File: src/rtl/reg_bank_pkg.sv
// reg_bank_pkg: shared widths, debug FSM states and write-queue entry type for the reg_bank arbiter.
package reg_bank_pkg;
  localparam int DIR = 5;
  localparam int BUS = 2 ** DIR;
  localparam int WAIT_MAX = 8;
  typedef enum logic [2:0] {IDLE, RD, CAP, WR, ACK} dbg_state_t;
  typedef struct packed {
    logic [DIR-1:0] addr;
    logic [BUS-1:0] data;
  } wq_entry_t;
endpackage

File: src/rtl/reg_bank_arbiter_if.sv
// reg_bank_arbiter_if: writeback, multi-cycle, decode, debug and bank-port signals of the arbiter.
interface reg_bank_arbiter_if import reg_bank_pkg::*; #(
  parameter int dir = DIR,
  parameter int bus = BUS
);
  logic           wb_we;
  logic [dir-1:0] wb_addr;
  logic [bus-1:0] wb_data;
  logic           mc_valid;
  logic [dir-1:0] mc_addr;
  logic [bus-1:0] mc_data;
  logic           mc_ready;
  logic           id_rd_en;
  logic [dir-1:0] id_ra;
  logic [dir-1:0] id_rb;
  logic           dbg_req;
  logic           dbg_we;
  logic [dir-1:0] dbg_addr;
  logic [bus-1:0] dbg_wdata;
  logic           dbg_ack;
  logic [bus-1:0] dbg_rdata;
  logic [dir-1:0] da;
  logic [dir-1:0] db;
  logic           memread;
  logic [dir-1:0] addr_write;
  logic [bus-1:0] write_data;
  logic           memwrite;
  logic [bus-1:0] doa;
  logic           stall;
  modport slave (
    input  wb_we, wb_addr, wb_data, mc_valid, mc_addr, mc_data, id_rd_en, id_ra, id_rb,
           dbg_req, dbg_we, dbg_addr, dbg_wdata, doa,
    output mc_ready, dbg_ack, dbg_rdata, da, db, memread, addr_write, write_data, memwrite, stall
  );
  modport master (
    output wb_we, wb_addr, wb_data, mc_valid, mc_addr, mc_data, id_rd_en, id_ra, id_rb,
           dbg_req, dbg_we, dbg_addr, dbg_wdata, doa,
    input  mc_ready, dbg_ack, dbg_rdata, da, db, memread, addr_write, write_data, memwrite, stall
  );
endinterface

File: src/rtl/reg_bank_wq.sv
// reg_bank_wq: 2-entry shift FIFO of late results; slot 0 is always the head.
module reg_bank_wq import reg_bank_pkg::*; #(
  parameter type entry_t = wq_entry_t,
  parameter int  aw      = DIR
) (
  input  logic                clk,
  input  logic                rst_n,
  input  logic                push,
  input  logic                pop,
  input  entry_t              din,
  output logic                full,
  output logic                empty,
  output entry_t              head,
  output logic [1:0]          vld,
  output logic [1:0][aw-1:0]  addrs
);
  entry_t [1:0] ent;
  logic   [1:0] cnt;
  // push is only offered when not full, so push with pop implies exactly one entry
  always_ff @(posedge clk or negedge rst_n)
    if (!rst_n) begin
      ent <= '0;
      cnt <= '0;
    end else begin
      if (pop) ent[0] <= push ? din : ent[1];
      else if (push) ent[cnt[0]] <= din;
      cnt <= cnt + 2'(push) - 2'(pop);
    end
  assign full  = cnt == 2'd2;
  assign empty = cnt == 2'd0;
  assign head  = ent[0];
  assign vld   = {full, !empty};
  assign addrs = {ent[1].addr, ent[0].addr};
endmodule

File: src/rtl/reg_bank_arbiter.sv
// reg_bank_arbiter: shares the reg_bank write port between writeback, queued late results and debug,
// and raises stall on queued-result hazards and while debug borrows the read port.
module reg_bank_arbiter import reg_bank_pkg::*; #(
  parameter int dir      = DIR,
  parameter int bus      = BUS,
  parameter int wait_max = WAIT_MAX
) (
  input logic               clk,
  input logic               rst_n,
  reg_bank_arbiter_if.slave io
);
  typedef struct packed {
    logic [dir-1:0] addr;
    logic [bus-1:0] data;
  } entry_t;
  localparam int cw = $clog2(wait_max + 1);
  dbg_state_t          state, state_n;
  logic [cw-1:0]       wait_cnt;
  logic [bus-1:0]      rdata;
  logic                full, empty, push, pop, grant, dbg_wr, hit_a, hit_b;
  logic [1:0]          vld;
  logic [1:0][dir-1:0] q_addr;
  entry_t              head, win;
  reg_bank_wq #(.entry_t(entry_t), .aw(dir)) wq (
    .clk, .rst_n, .push, .pop,
    .din({io.mc_addr, io.mc_data}),
    .full, .empty, .head, .vld,
    .addrs(q_addr)
  );
  always_comb begin
    push   = io.mc_valid && !full;
    pop    = !io.wb_we && !empty;
    grant  = !io.wb_we && empty;
    dbg_wr = state == WR && grant;
    win    = io.wb_we ? entry_t'({io.wb_addr, io.wb_data}) :
             !empty   ? head :
             dbg_wr   ? entry_t'({io.dbg_addr, io.dbg_wdata}) : '0;
    hit_a  = io.id_ra != '0 && ((vld[0] && q_addr[0] == io.id_ra) || (vld[1] && q_addr[1] == io.id_ra));
    hit_b  = io.id_rb != '0 && ((vld[0] && q_addr[0] == io.id_rb) || (vld[1] && q_addr[1] == io.id_rb));
    state_n = state;
    case (state)
      IDLE:    state_n = io.dbg_req ? (io.dbg_we ? WR : RD) : IDLE;
      RD:      state_n = CAP;
      CAP:     state_n = ACK;
      WR:      state_n = grant ? ACK : WR;
      ACK:     state_n = io.dbg_req ? ACK : IDLE;
      default: state_n = IDLE;
    endcase
  end
  always_ff @(posedge clk or negedge rst_n)
    if (!rst_n) begin
      state    <= IDLE;
      wait_cnt <= '0;
      rdata    <= '0;
    end else begin
      state    <= state_n;
      wait_cnt <= state == IDLE ? '0 :
                  state == WR && !grant && wait_cnt != cw'(wait_max) ? wait_cnt + cw'(1) : wait_cnt;
      if (state == CAP) rdata <= io.doa;
    end
  // the idle winner is all-zero, so a nonzero address means a real, non-$0 write
  assign io.memwrite   = |win.addr;
  assign io.addr_write = win.addr;
  assign io.write_data = win.data;
  assign io.mc_ready   = !full;
  assign io.da         = state == RD ? io.dbg_addr : io.id_ra;
  assign io.db         = io.id_rb;
  assign io.memread    = state == RD || io.id_rd_en;
  assign io.dbg_ack    = state == ACK;
  assign io.dbg_rdata  = rdata;
  assign io.stall      = (io.id_rd_en && (hit_a || hit_b)) || state == RD ||
                         (state == WR && !grant && wait_cnt == cw'(wait_max));
endmodule

File: src/flat_wrapper.sv
// flat-port wrapper written by rule: the top's interface ports become plain ports
module reg_bank_arbiter_flat import reg_bank_pkg::*;
#(
  parameter int dir      = DIR,
  parameter int bus      = BUS,
  parameter int wait_max = WAIT_MAX
)
  (clk, rst_n, io_wb_we, io_wb_addr, io_wb_data, io_mc_valid, io_mc_addr, io_mc_data, io_id_rd_en, io_id_ra, io_id_rb, io_dbg_req, io_dbg_we, io_dbg_addr, io_dbg_wdata, io_doa, io_mc_ready, io_dbg_ack, io_dbg_rdata, io_da, io_db, io_memread, io_addr_write, io_write_data, io_memwrite, io_stall);
  reg_bank_arbiter_if #(.dir(dir), .bus(bus)) io_i ();
  input logic clk;
  input logic rst_n;
  input wire logic [$bits(io_i.wb_we)-1:0] io_wb_we;
  input wire logic [$bits(io_i.wb_addr)-1:0] io_wb_addr;
  input wire logic [$bits(io_i.wb_data)-1:0] io_wb_data;
  input wire logic [$bits(io_i.mc_valid)-1:0] io_mc_valid;
  input wire logic [$bits(io_i.mc_addr)-1:0] io_mc_addr;
  input wire logic [$bits(io_i.mc_data)-1:0] io_mc_data;
  input wire logic [$bits(io_i.id_rd_en)-1:0] io_id_rd_en;
  input wire logic [$bits(io_i.id_ra)-1:0] io_id_ra;
  input wire logic [$bits(io_i.id_rb)-1:0] io_id_rb;
  input wire logic [$bits(io_i.dbg_req)-1:0] io_dbg_req;
  input wire logic [$bits(io_i.dbg_we)-1:0] io_dbg_we;
  input wire logic [$bits(io_i.dbg_addr)-1:0] io_dbg_addr;
  input wire logic [$bits(io_i.dbg_wdata)-1:0] io_dbg_wdata;
  input wire logic [$bits(io_i.doa)-1:0] io_doa;
  output wire logic [$bits(io_i.mc_ready)-1:0] io_mc_ready;
  output wire logic [$bits(io_i.dbg_ack)-1:0] io_dbg_ack;
  output wire logic [$bits(io_i.dbg_rdata)-1:0] io_dbg_rdata;
  output wire logic [$bits(io_i.da)-1:0] io_da;
  output wire logic [$bits(io_i.db)-1:0] io_db;
  output wire logic [$bits(io_i.memread)-1:0] io_memread;
  output wire logic [$bits(io_i.addr_write)-1:0] io_addr_write;
  output wire logic [$bits(io_i.write_data)-1:0] io_write_data;
  output wire logic [$bits(io_i.memwrite)-1:0] io_memwrite;
  output wire logic [$bits(io_i.stall)-1:0] io_stall;
  assign io_i.wb_we = io_wb_we;
  assign io_i.wb_addr = io_wb_addr;
  assign io_i.wb_data = io_wb_data;
  assign io_i.mc_valid = io_mc_valid;
  assign io_i.mc_addr = io_mc_addr;
  assign io_i.mc_data = io_mc_data;
  assign io_i.id_rd_en = io_id_rd_en;
  assign io_i.id_ra = io_id_ra;
  assign io_i.id_rb = io_id_rb;
  assign io_i.dbg_req = io_dbg_req;
  assign io_i.dbg_we = io_dbg_we;
  assign io_i.dbg_addr = io_dbg_addr;
  assign io_i.dbg_wdata = io_dbg_wdata;
  assign io_i.doa = io_doa;
  assign io_mc_ready = io_i.mc_ready;
  assign io_dbg_ack = io_i.dbg_ack;
  assign io_dbg_rdata = io_i.dbg_rdata;
  assign io_da = io_i.da;
  assign io_db = io_i.db;
  assign io_memread = io_i.memread;
  assign io_addr_write = io_i.addr_write;
  assign io_write_data = io_i.write_data;
  assign io_memwrite = io_i.memwrite;
  assign io_stall = io_i.stall;
  reg_bank_arbiter #(.dir(dir), .bus(bus), .wait_max(wait_max)) u_core (.clk(clk), .rst_n(rst_n), .io(io_i));
endmodule
File: config.mk
export PLATFORM = sky130hd
export DESIGN_NAME = reg_bank_arbiter_flat
export DESIGN_NICKNAME = d
export VERILOG_FILES = /design/src/rtl/reg_bank_pkg.sv /design/src/rtl/reg_bank_arbiter_if.sv /design/src/rtl/reg_bank_wq.sv /design/src/rtl/reg_bank_arbiter.sv /design/src/flat_wrapper.sv
export SDC_FILE = /design/constraint.sdc
export NUM_CORES = 1
export LEC_CHECK = 0
export ABC_AREA = 1
export BUFFER_PORTS_ARGS = -buffer_cell sky130_fd_sc_hd__buf_2
export CAP_MARGIN = 25
export CELL_PAD_IN_SITES_DETAIL_PLACEMENT = 1
export CELL_PAD_IN_SITES_GLOBAL_PLACEMENT = 1
export CORE_ASPECT_RATIO = 1.75
export CORE_UTILIZATION = 38
export DETAILED_ROUTE_END_ITERATION = 8
export PLACE_DENSITY_LB_ADDON = 0.1
export SYNTH_ARGS = -nofsm -noshare
export SYNTH_HDL_FRONTEND = slang
export SYNTH_HIERARCHICAL = 1
export SYNTH_SLANG_ARGS = --single-unit
File: constraint.sdc
create_clock -name clk -period 5.2 [get_ports clk]
set_input_delay 0.52 -clock clk [delete_from_list [all_inputs] [get_ports clk]]
set_output_delay 0.52 -clock clk [all_outputs]
set_load 0.01 [all_outputs]
; Word level (Yosys, flattened, before mapping)
; Index checks and enable logic that the tools add are counted.
[classes]
add_sub_neg = 3
bitwise = 1
n_lt_le_gt_ge = 2
n_mux = 17
n_eq_ne = 11
n_reduce_logical = 33
[op_table]
columns = operator, n
row1 = 37-bit 2-to-1 mux, 7
row2 = 74-bit bitwise mux, 1
row3 = 37-bit demux with 1-bit select, 1
row4 = 5-bit == test, 4
row5 = 1-bit logical AND, 15
row6 = 3-bit case mux with 5 select lines, 1
row7 = 5-bit nonzero test, 2
row8 = 3-bit 2-to-1 mux, 3
row9 = 4-bit 2-to-1 mux, 2
row10 = "3-bit by 2-bit == test with 1-bit output, second input constant", 2
row11 = 1-bit logical OR, 6
row12 = 5-bit 2-to-1 mux, 1
row13 = 5-bit OR reduction, 1
row14 = "4-bit by 1-bit adder with 4-bit output, second input constant", 1
row15 = "4-bit == test, second input constant", 1
row16 = 1-bit zero test, 4
row17 = "4-bit != test, second input constant", 1
row18 = 2-bit nonzero test, 2
row19 = "3-bit by 1-bit == test with 1-bit output, second input constant", 1
row20 = "3-bit == test, second input constant", 1
row21 = 3-bit zero test, 1
row22 = 2-bit by 1-bit adder with 2-bit output, 1
row23 = "2-bit == test, second input constant", 1
row24 = 2-bit zero test, 1
row25 = 6 further kinds, 6
[word_totals]
wordCells = 75
in_bits = 160
output_inout_bits = 84
regBits = 115

; Depth between registers and ports, before layout
; Gate-level depths: netlist (run 1).
[logic_depth]
word_depth = 9
depth_mapped = 12
depth_no_buf = 10

; Modules after synthesis
; Netlist (run 1), hierarchy kept.
[by_module_without_submodules]
columns = module, area_per_inst_um2, instances, seq_area_each_um2, cells_each
row1 = reg_bank_wq, 4239.1, 1, 1901.8, 615
row2 = reg_bank_arbiter, 2736.4, 1, 975.9, 371

; Worst setup path after synthesis (run 1)
; OpenSTA, ideal clock, no wires.
[synth_path]
path_type = input -> register
from = in io_wb_we
to = reg u_core.wq.ent (netlist bit u_core/wq/addrs[4])
required_ns = 5.083
path_buffers = 4
cell_stages = 11
slack_ns = 3.160
setup_ns = 0.117
t_arrival_ns = 1.923
cell_sequence = nor2_1 buf_2 buf_2 inv_1 ha_1 nor2_1 buf_2 buf_4 nand2_1 nor2_1 nor2_1
[synth_between]
elab_chain_cells = 3
word_cells_on_any_way = 4
cone_classes = mux (1) / reduce/logical (3)
[synth_lines]
columns = element, line
row1 = start: declaration, flat_wrapper.sv:12  ; input wire logic [$bits(io_i.wb_we)-1:0] io_wb_we;
row2 = 1-bit zero test (*), reg_bank_arbiter.sv:32  ; pop = !io.wb_we && !empty;
row3 = 1-bit logical AND (*), reg_bank_arbiter.sv:32
row4 = named net u_core.pop, reg_bank_arbiter.sv:20  ; logic full, empty, push, pop, grant, dbg_wr, hit_a, hit_b;
row5 = 37-bit 2-to-1 mux / 2-bit nonzero test (equally long branches), --
row6 = end signal: indexed assignment, reg_bank_wq.sv:26  ; else if (push) ent[cnt[0]] <= din;
row7 = end: declaration, reg_bank_wq.sv:17  ; entry_t [1:0] ent;
; The timed path passes the listed nets; every way through them passes the cells marked *.
; A chain may end at the register's enable or synchronous reset.

; Worst setup path after layout (run 1)
[layout_path]
from = reg u_core.wq.cnt[0]
to = out io_write_data[17]
[layout_between]
elab_chain_cells = 6
[layout_lines]
columns = element, line
row1 = start: declaration, reg_bank_wq.sv:18  ; logic [1:0] cnt;
row2 = start signal: assignment, reg_bank_wq.sv:27  ; cnt <= cnt + 2'(push) - 2'(pop);
row3 = 2-bit zero test (*), reg_bank_wq.sv:30  ; assign empty = cnt == 2'd0;
row4 = named net u_core.empty, reg_bank_arbiter.sv:20
row5 = 1-bit logical AND, reg_bank_arbiter.sv:33  ; grant = !io.wb_we && empty;
row6 = 1-bit logical AND, reg_bank_arbiter.sv:34  ; dbg_wr = state == WR && grant;
row7 = 37-bit 2-to-1 mux, reg_bank_arbiter.sv:37  ; dbg_wr ? entry_t'({io.dbg_addr, io.dbg_wdata}) : '0;
row8 = 37-bit 2-to-1 mux (*), reg_bank_arbiter.sv:36  ; !empty ? head :
row9 = 37-bit 2-to-1 mux (*), reg_bank_arbiter.sv:35  ; win = io.wb_we ? entry_t'({io.wb_addr, io.wb_data}) :
row10 = end: declaration, flat_wrapper.sv:33  ; output wire logic [$bits(io_i.write_data)-1:0] io_write_data;
; Marks and branches as above.

==> flow_metrics.tcl, run 1 <==
set metrics [dict create \
    cp-end-kind "primary output" \
    final_util 0.473 \
    syn_to_final_growth_pct 21.9 \
    cts_resized 0 \
    drt-total-wl_um 20600 \
    hold_path.class "in2async" \
    finalNetCount 1322 \
    clock_sinks 115 \
    p_per_area_nw_per_um2 572 \
    seq_area_frac_synth 0.413 \
    clock_skew_ps 6.83 \
    netlist-cell-type-count 24 \
    nFillCells 2458 \
    reg2reg_depth 9 \
    async_flop_share 1.00 \
    synth_common_cells "324 x nand2_1, 212 x nor2_1, 115 x dfrtp_1" \
    synth.area.top_cells "dfrtp_1 41%, nand2_1 17%, nor2_1 11%" \
    placed_cell_area_um2 7930 \
    clk_pin_slew_ps 60 \
    rows 65 \
    syn_area_per_cell_um2 7.07 \
    antenna_left 0 \
    tritoncts "built" \
    fp.dieW_um 104 \
    rr_endpoint "u_core/wq/head[13]" \
    yosysMostFrequentCell "nand2_1" \
    synth_nets 1151 \
    status "finished, final reports clean" \
    final-hold-violation-count 0 \
    critical-path-max-stage-delay_ps 510 \
    design_area_um2 8500 \
    worst-path-buf-inv 3 \
    peakVddDrop_mv 0.216 \
    routed_via_density 4.78 \
    cp.required_ps 4680 \
    p_leak_nw 4.63 \
    clock_path_buffers 2 \
    final.min_clock_period_ps 2980 \
    cpMaxStageDelayCell "inv_2" \
    start_kind "flip-flop" \
    cts_htree_levels 4 \
    root_buffer "clkbuf_16" \
    synth_cells 986 \
    worst_pin_slew_ps 1020 \
    first_pass_iters 5 \
    ios 244 \
    post-synth-top-area-cell "dfrtp_1" \
    coreArea_um2 18000 \
    crit_family "simple AND/OR/NAND/NOR gates" \
    post_cts.repair.setup_buffers 0 \
    netlist_area_um2 6980 \
    cp.arrival_ps 2460 \
    design.die.area_um2 18900 \
    synth_warnings 6 \
    die_h_um 181 \
    worst-r2r-setup-slack_ps 2510 \
    avgRoutedWirePerCell_um 14.7 \
    maxCapViolations 0 \
    critical_path_class "reg2out" \
    start_util 0.388 \
    ys_ff_latch 115 \
    drc_errors 0 \
    clock.fmax_ghz 0.336 \
    rr_startpoint "u_core/wq/cnt[0]" \
    synth_edf_count 0 \
    cp_cell_sequence "nor2_1, inv_1, nor2_1, nand2_2, inv_2, nand2_1, nand2_1, buf_2" \
    slew_headroom 0.316 \
    grt-ovfl-total 0 \
    slew_viol_final 0 \
    crit_fanout 32 \
    clock_latency_ps 410 \
    finalSetupViolations 0 \
    hpwl_um 14900 \
    rsz0062_at_grt "no" \
    hold_buffers 0 \
    grt_pass1_vias 6862 \
    place_congestion 0.795 \
    grtUsageTotal 0.227 \
    drtIter0Drc 187 \
    setup_tns_ps 0 \
    drive_gt1_frac 0.253 \
    cts_buffers 17 \
    grt_max_degree 67 \
    fin_crit_sh 0.573 \
    yosys_most_used_dff "dfrtp_1" \
    grt_first_pass_wirelength_um 34000 \
    antenna_found_initial 0 \
    via_count 6704 \
    synth_top_cell_area_share 0.413 \
    port_buffers 243 \
]
report_power, final:
part / total (mW) / switching [mW] / internal, mW / leakage [nW]
Combinational: 2.09 / 1.27 / 0.812 / 2.98
Sequential: 1.64 / 0.298 / 1.34 / 1.39
Clock: 1.14 / 0.415 / 0.720 / 0.270
Total: 4.86 / 1.99 / 2.87 / 4.63
sequential cells by signal, indices dropped and copies added (netlist names):
| register | count |
|---|---|
| u_core/wq/head | 32 |
| u_core/wq/ent | 32 |
| u_core/wq/addrs | 10 |
| u_core/state | 3 |
| u_core/wait_cnt | 4 |
| u_core/io.dbg_rdata | 32 |
| u_core/wq/cnt | 2 |
metrics by stage:
stage	hold WS [ps]	power [mW]	std cells	setup slack, ps
finish	66.9	4.86	1403	2220
global route	84.3	5.28	1402	1920
CTS	69.1	4.94	1402	2140
detailed placement	474	3.76	1372	2030
global placement	468	3.68	1372	2120
floorplan	224	3.30	986	3160
cell usage in the layout (no fill, tap or decap), types with 2 or more instances in the layout:
cell type,synthesis,routed
inv_2,3,3
bufinv_16,0,2
nand3_1,16,15
nand2_1,324,324
buf_2,26,242
buf_4,59,9
o21ai_1,7,7
nand2_2,2,2
ha_1,5,5
clkbuf_16,0,17
nor3_1,4,4
clkinvlp_4,0,4
nand4_1,2,2
mux2_2,3,3
nor2_1,212,209
clkbuf_8,0,2
inv_1,77,77
a22oi_1,37,37
clkinv_2,0,4
dfrtp_1,115,115
o21ai_0,45,45
nor2_4,0,4
mux2_1,29,29
worst max-delay path by stage:
stage / start / to / depth (start not counted) / slack, ps
4_1_cts: u_core/wq/cnt[0] / io_write_data[17] / 8 / 2140
6_report: u_core/wq/cnt[0] / io_write_data[17] / 8 / 2220
3_3_place_gp: io_wb_we / u_core/wq/head[17] / 9 / 2120
5_1_grt: u_core/wq/cnt[0] / io_write_data[7] / 8 / 1920
2_1_floorplan: io_wb_we / u_core/wq/addrs[4] / 11 / 3160
3_5_place_dp: io_wb_we / u_core/wq/head[14] / 9 / 2030
layout make-up:
| cell class | instances | area (um^2) | area share |
|---|---|---|---|
| Clock buffer | 20 | 457 | 0.0537 |
| Tap cell | 234 | 293 | 0.0344 |
| Inverter | 80 | 300 | 0.0353 |
| Clock inverter | 10 | 110 | 0.0130 |
| Multi-Input combinational cell | 692 | 3180 | 0.374 |
| Antenna cell | 1 | 2.50 | 0.000294 |
| Timing Repair Buffer | 251 | 1280 | 0.150 |
| Sequential cell | 115 | 2880 | 0.339 |
metal layers:
| metal | vias up | wire length (um) | track usage |
|---|---|---|---|
| met2 | 174 | 11300 | 0.434 |
| met3 | 19 | 878 | 0.0418 |
| met1 | 3179 | 8220 | 0.247 |
| met5 | - | 0 | 0 |
| met4 | 0 | 272 | 0.0691 |
| li1 | 3332 | - | - |
cell families (layout without fill, tap and decap cells):
logic type | Yosys count | count (layout) | synth area share
adders and majority gates | 5 | 5 | 0.00897
DFF | 115 | 115 | 0.413
other | 0 | 1 | 0
xor gates and xnor gates | 2 | 2 | 0.00251
and+or+nand+nor | 563 | 563 | 0.310
muxes | 32 | 32 | 0.0517
AOI/OAI and AO/OA | 90 | 90 | 0.0778
buffers and inverters | 179 | 361 | 0.136
Note: power is estimated with default switching activity, not from simulation.
==> run 2, diff against run 1 <==
CORE_UTILIZATION = 32   (was 38)
clock period = 2.7 ns   (was 5.2 ns; I/O delays follow)
==> run 2 against run 1 <==
Net effect:
- sequential power increased by 91%
- first-iteration DRC count increased by 1.1%
- clock power increased by 87%
- die area increased by 18%
- largest power group unchanged
- highest routed layer is now met5
==> flow_metrics.tcl, run 2 (synthesized netlist as in run 1, its figures left out) <==
set metrics [dict create \
    status "finished, final reports clean" \
    grt-ovfl-total 0 \
    antenna_found_initial 2 \
    peakVddDrop_mv 0.320 \
    rr_endpoint "u_core/wq/addrs[6]" \
    finalNetCount 1330 \
    grt_pass1_vias 6961 \
    clock_sinks 115 \
    clk_pin_slew_ps 50 \
    maxCapViolations 0 \
    dp_cells 1436 \
    start_kind "flip-flop" \
    final.min_clock_period_ps 2480 \
    worst-r2r-setup-slack_ps 640 \
    drt-total-wl_um 21400 \
    whs_path_depth 2 \
    critical_path_class "reg2out" \
    hpwl_um 15800 \
    final_common_cell "nand2_1" \
    cp.required_ps 2430 \
    p_per_area_nw_per_um2 1080 \
    design_area_um2 8690 \
    rows 71 \
    coreArea_um2 21400 \
    design.die.area_um2 22400 \
    reg2reg_depth 6 \
    placed_cell_area_um2 8100 \
    grt_first_pass_wirelength_um 35100 \
    avgRoutedWirePerCell_um 14.6 \
    multi_input_area_um2 3180 \
    cts_buffers 17 \
    tritoncts "built" \
    first_pass_iters 5 \
    hold_start "io_doa[25]" \
    post_cts.repair.setup_buffers 0 \
    clock_path_buffers 2 \
    clock_latency_ps 420 \
    ios 244 \
    final-hold-violation-count 0 \
    cp-end-kind "primary output" \
    drive_gt1_frac 0.260 \
    crit_fanout 36 \
    fp.dieW_um 114 \
    regArea_um2 2880 \
    stdcell_count 1470 \
    clock.fmax_ghz 0.404 \
    clock_skew_ps 7.28 \
    layout_common_cells "324 x nand2_1, 242 x buf_2, 208 x nor2_1" \
    setup_tns_ps 0 \
    p_leak_nw 4.70 \
    finalSetupViolations 0 \
    start_util 0.326 \
    nFillCells 2788 \
    slew_viol_final 0 \
    antenna_left 0 \
    cts_htree_levels 4 \
    grt_max_degree 46 \
    grtUsageTotal 0.201 \
    die_h_um 197 \
    place_congestion 0.747 \
    fin_crit_sh 0.918 \
    crit_path_start "u_core/wq/cnt[0]" \
    num_antenna_cells 0 \
    slew_headroom 0.459 \
    cp.arrival_ps 2210 \
    whs_endpoint "u_core/io.dbg_rdata[25]" \
    port_buffers 243 \
    hold_path.class "in2reg" \
    worst_hold_slack_ps 61.2 \
    via_count 6733 \
    rr_startpoint "u_core/wq/cnt[0]" \
    drc_errors 0 \
    worst_pin_slew_ps 808 \
    syn_to_final_growth_pct 24.6 \
    rsz0062_at_grt "no" \
    drtIter0Drc 189 \
    root_buffer "clkbuf_16" \
    routed_via_density 4.58 \
]
[run 2: report_power, final]
group          internal, mW  switching, mW
Clock                  1.28          0.847
Combinational          1.66           2.46
Sequential             2.58          0.557
[run 2: metrics by stage]
stage          power [mW]  utilization  setup WS [ps]
4_1_cts              9.55        0.405           3.17
3_3_place_gp         7.24        0.378            542
2_1_floorplan        6.35            -            691
6_report             9.39        0.406            222
5_1_grt              10.3        0.406           13.5
3_5_place_dp         7.36        0.378            461
[run 2: metal layers]
metal / vias to the layer above / GRT usage / part of all wire
met5: - / 0 / 0.0010
met4: 4 / 0.0599 / 0.015
met3: 24 / 0.0457 / 0.053
met2: 166 / 0.391 / 0.55
met1: 3188 / 0.210 / 0.38
li1: 3351 / - / -
[run 2: final cells by class]
| class | count | area share |
|---|---|---|
| Multi-Input combinational cell | 692 | 0.366 |
| Sequential cell | 115 | 0.331 |
| Timing Repair Buffer | 259 | 0.162 |
| Clock buffer | 18 | 0.0505 |
| Tap cell | 292 | 0.0420 |
| Inverter | 80 | 0.0348 |
| Clock inverter | 14 | 0.0131 |
[run 2: what timing repair did]
| action | in CTS | in global routing |
|---|---|---|
| resized for setup | 0 | 3 |
| setup endpoints to repair | 0 | 29 |
| hold buffers | 1 | 0 |
| hold endpoints to repair | 25 | 0 |
[run 2: how the worst max path moves through the flow]
| stage | endpoint | slack [ps] | cells after the start |
|---|---|---|---|
| CTS | io_write_data[26] | 3 | 9 |
| global placement | io_write_data[29] | 540 | 9 |
| detailed placement | io_write_data[26] | 460 | 9 |
| global route | io_memwrite | 10 | 8 |
| floorplan | u_core/wq/addrs[4] | 690 | 12 |
| finish | io_memwrite | 220 | 8 |
[run 2: worst max-delay path: stages, from the launching register on]
cell and delay (ps):
dfrtp_1 470, nor2_2 240, nor2_4 70, buf_4 260, a22oi_1 190, o21ai_1 150, nor3_1 210, nand2_1 60
buf_2 140
==> run 3, diff against run 2 <==
CORE_UTILIZATION = 38   (was 32)
GPL_TIMING_DRIVEN = 0   (was not set)
clock period = 2.9 ns   (was 2.7 ns; I/O delays follow)
==> run 3 against run 2 <==
Net effect:
- final cell count increased by 1.9%
- register-to-register slack got worse by 450 ps
- critical path depth up 4
- power rose by 2.6%
- sequential power shrank 9.2%
- count of clock-buffer cells in the layout decreased by 1
- sequential share of layout area is 1.7 points lower
- setup slack worse by 36 ps
- routed wire length rose by 7.7%
- final area increased by 5.3%
- critical path type is now reg2reg
==> flow_metrics.tcl, run 3 (synthesized netlist as in run 1, its figures left out) <==
set metrics [dict create \
    p_per_area_nw_per_um2 1050 \
    p_leak_nw 5.06 \
    critical_path_class "reg2reg" \
    design_area_um2 9160 \
    grt_max_degree 72 \
    die_h_um 181 \
    nFillCells 2462 \
    tritoncts "built" \
    cp.required_ps 3200 \
    power.total_mw 9.63 \
    via_count 7117 \
    design.die.area_um2 18900 \
    whs_path_depth 2 \
    cp.arrival_ps 3010 \
    drt-total-wl_um 23100 \
    antenna_left 0 \
    root_buffer "clkbuf_16" \
    slew_headroom 0.594 \
    syn_to_final_growth_pct 31.3 \
    cts_htree_levels 4 \
    final_util 0.510 \
    peakVddDrop_mv 0.398 \
    cp-end-kind "flip-flop" \
    maxCapViolations 0 \
    clock_path_buffers 2 \
    clock.fmax_ghz 0.369 \
    rsz0062_at_grt "no" \
    finalNetCount 1415 \
    status "finished, final reports clean" \
    fp.dieW_um 104 \
    first_pass_iters 4 \
    slew_viol_final 0 \
    clock_sinks 115 \
    hpwl_um 17700 \
    fin_crit_sh 0.936 \
    place_congestion 0.827 \
    clk_pin_slew_ps 60 \
    coreArea_um2 18000 \
    hold_path.class "in2reg" \
    start_kind "flip-flop" \
    reg2reg_depth 12 \
    layout_common_cells "324 x nand2_1, 267 x buf_2, 212 x nor2_1" \
    placed_cell_area_um2 8520 \
    cts_buffers 17 \
    finalSetupViolations 0 \
    grt_first_pass_wirelength_um 37600 \
    drc_errors 0 \
    worst_pin_slew_ps 609 \
    grtUsageTotal 0.253 \
    drive_gt1_frac 0.297 \
    routed_via_density 4.75 \
    port_buffers 243 \
    crit_fanout 14 \
    drtIter0Drc 237 \
    rows 65 \
    final_common_cell "nand2_1" \
    clock_latency_ps 420 \
    avgRoutedWirePerCell_um 15.4 \
    grt_pass1_vias 7516 \
    ios 244 \
    final-hold-violation-count 0 \
    grt-ovfl-total 0 \
    start_util 0.388 \
    antenna_found_initial 0 \
    clock_skew_ps 8.24 \
    post_cts.repair.setup_buffers 0 \
    final.min_clock_period_ps 2710 \
]
run 3: changes by cell type in the layout (fill, tap and decap cells not counted), sizes merged:
cell	previous run	this run
buf	258	332
clkbuf	18	28
inv	81	86
clkinv	9	6
clkinvlp	3	0
bufinv	1	3
diode	0	1
run 3: what timing repair did:
item                                    CTS  global route
hold buffers                              1             0
hold endpoints to repair                 44             0
resized for setup                         0             2
endpoints found under the setup margin    0            33
run 3: layout make-up:
| class | count | area (um^2) | area share |
|---|---|---|---|
| Buffer | 99 | 651 | 0.0710 |
| Timing Repair Buffer | 245 | 1260 | 0.138 |
| Tap cell | 234 | 293 | 0.0320 |
| Inverter | 80 | 300 | 0.0328 |
| Clock buffer | 17 | 425 | 0.0465 |
| Antenna cell | 1 | 2.50 | 0.000273 |
| Multi-Input combinational cell | 692 | 3150 | 0.344 |
| Sequential cell | 115 | 2880 | 0.314 |
| Clock inverter | 15 | 199 | 0.0217 |
run 3: through the flow:
stage | std cells | hold WS [ps] | TNS [ps] | setup slack, ps
after floorplan | 986 | -5.59 | 0 | 891
after global placement | 1463 | 466 | -3770 | -45.0
after detailed placement | 1464 | 258 | 0 | 102
after CTS | 1497 | 76.7 | 0 | 33.5
after global routing | 1497 | 81.6 | 0 | 23.0
final | 1498 | 88.1 | 0 | 187
run 3: worst max-delay path: stages, from the launching register on:
cell and delay [ps]:
dfrtp_1 470, nor2_1 140, nor2_1 140, buf_2 320, buf_4 300, inv_1 100, ha_1 220, nor2_1 120
buf_2 260, buf_4 230, nand2_1 70, nor2_1 170, nor2_1 60
run 3: final timing paths:
path	start	end	slack [ps]
hold / removal	io_doa[12]	u_core/io.dbg_rdata[12]	90
setup / recovery	u_core/wq/cnt[0]	u_core/wq/head[25]	190
hold reg to reg	u_core/wq/ent[59]	u_core/wq/ent[59]	480
min in group asynchronous	rst_n	u_core/io.dbg_rdata[22]	390
max in group asynchronous	rst_n	u_core/wq/head[0]	1790
setup reg to reg	u_core/wq/cnt[0]	u_core/wq/head[25]	190
run 3: power by group:
group	switching [mW]	internal, mW
clock network	0.862	1.38
registers	0.447	2.41
logic	2.59	1.94
run 3: routing by layer:
metal,global-route usage,share of wire,vias up
met3,0.0404,0.043,25
met5,0,0,-
met4,0.102,0.020,0
met1,0.266,0.38,3372
li1,-,-,3534
met2,0.489,0.55,186
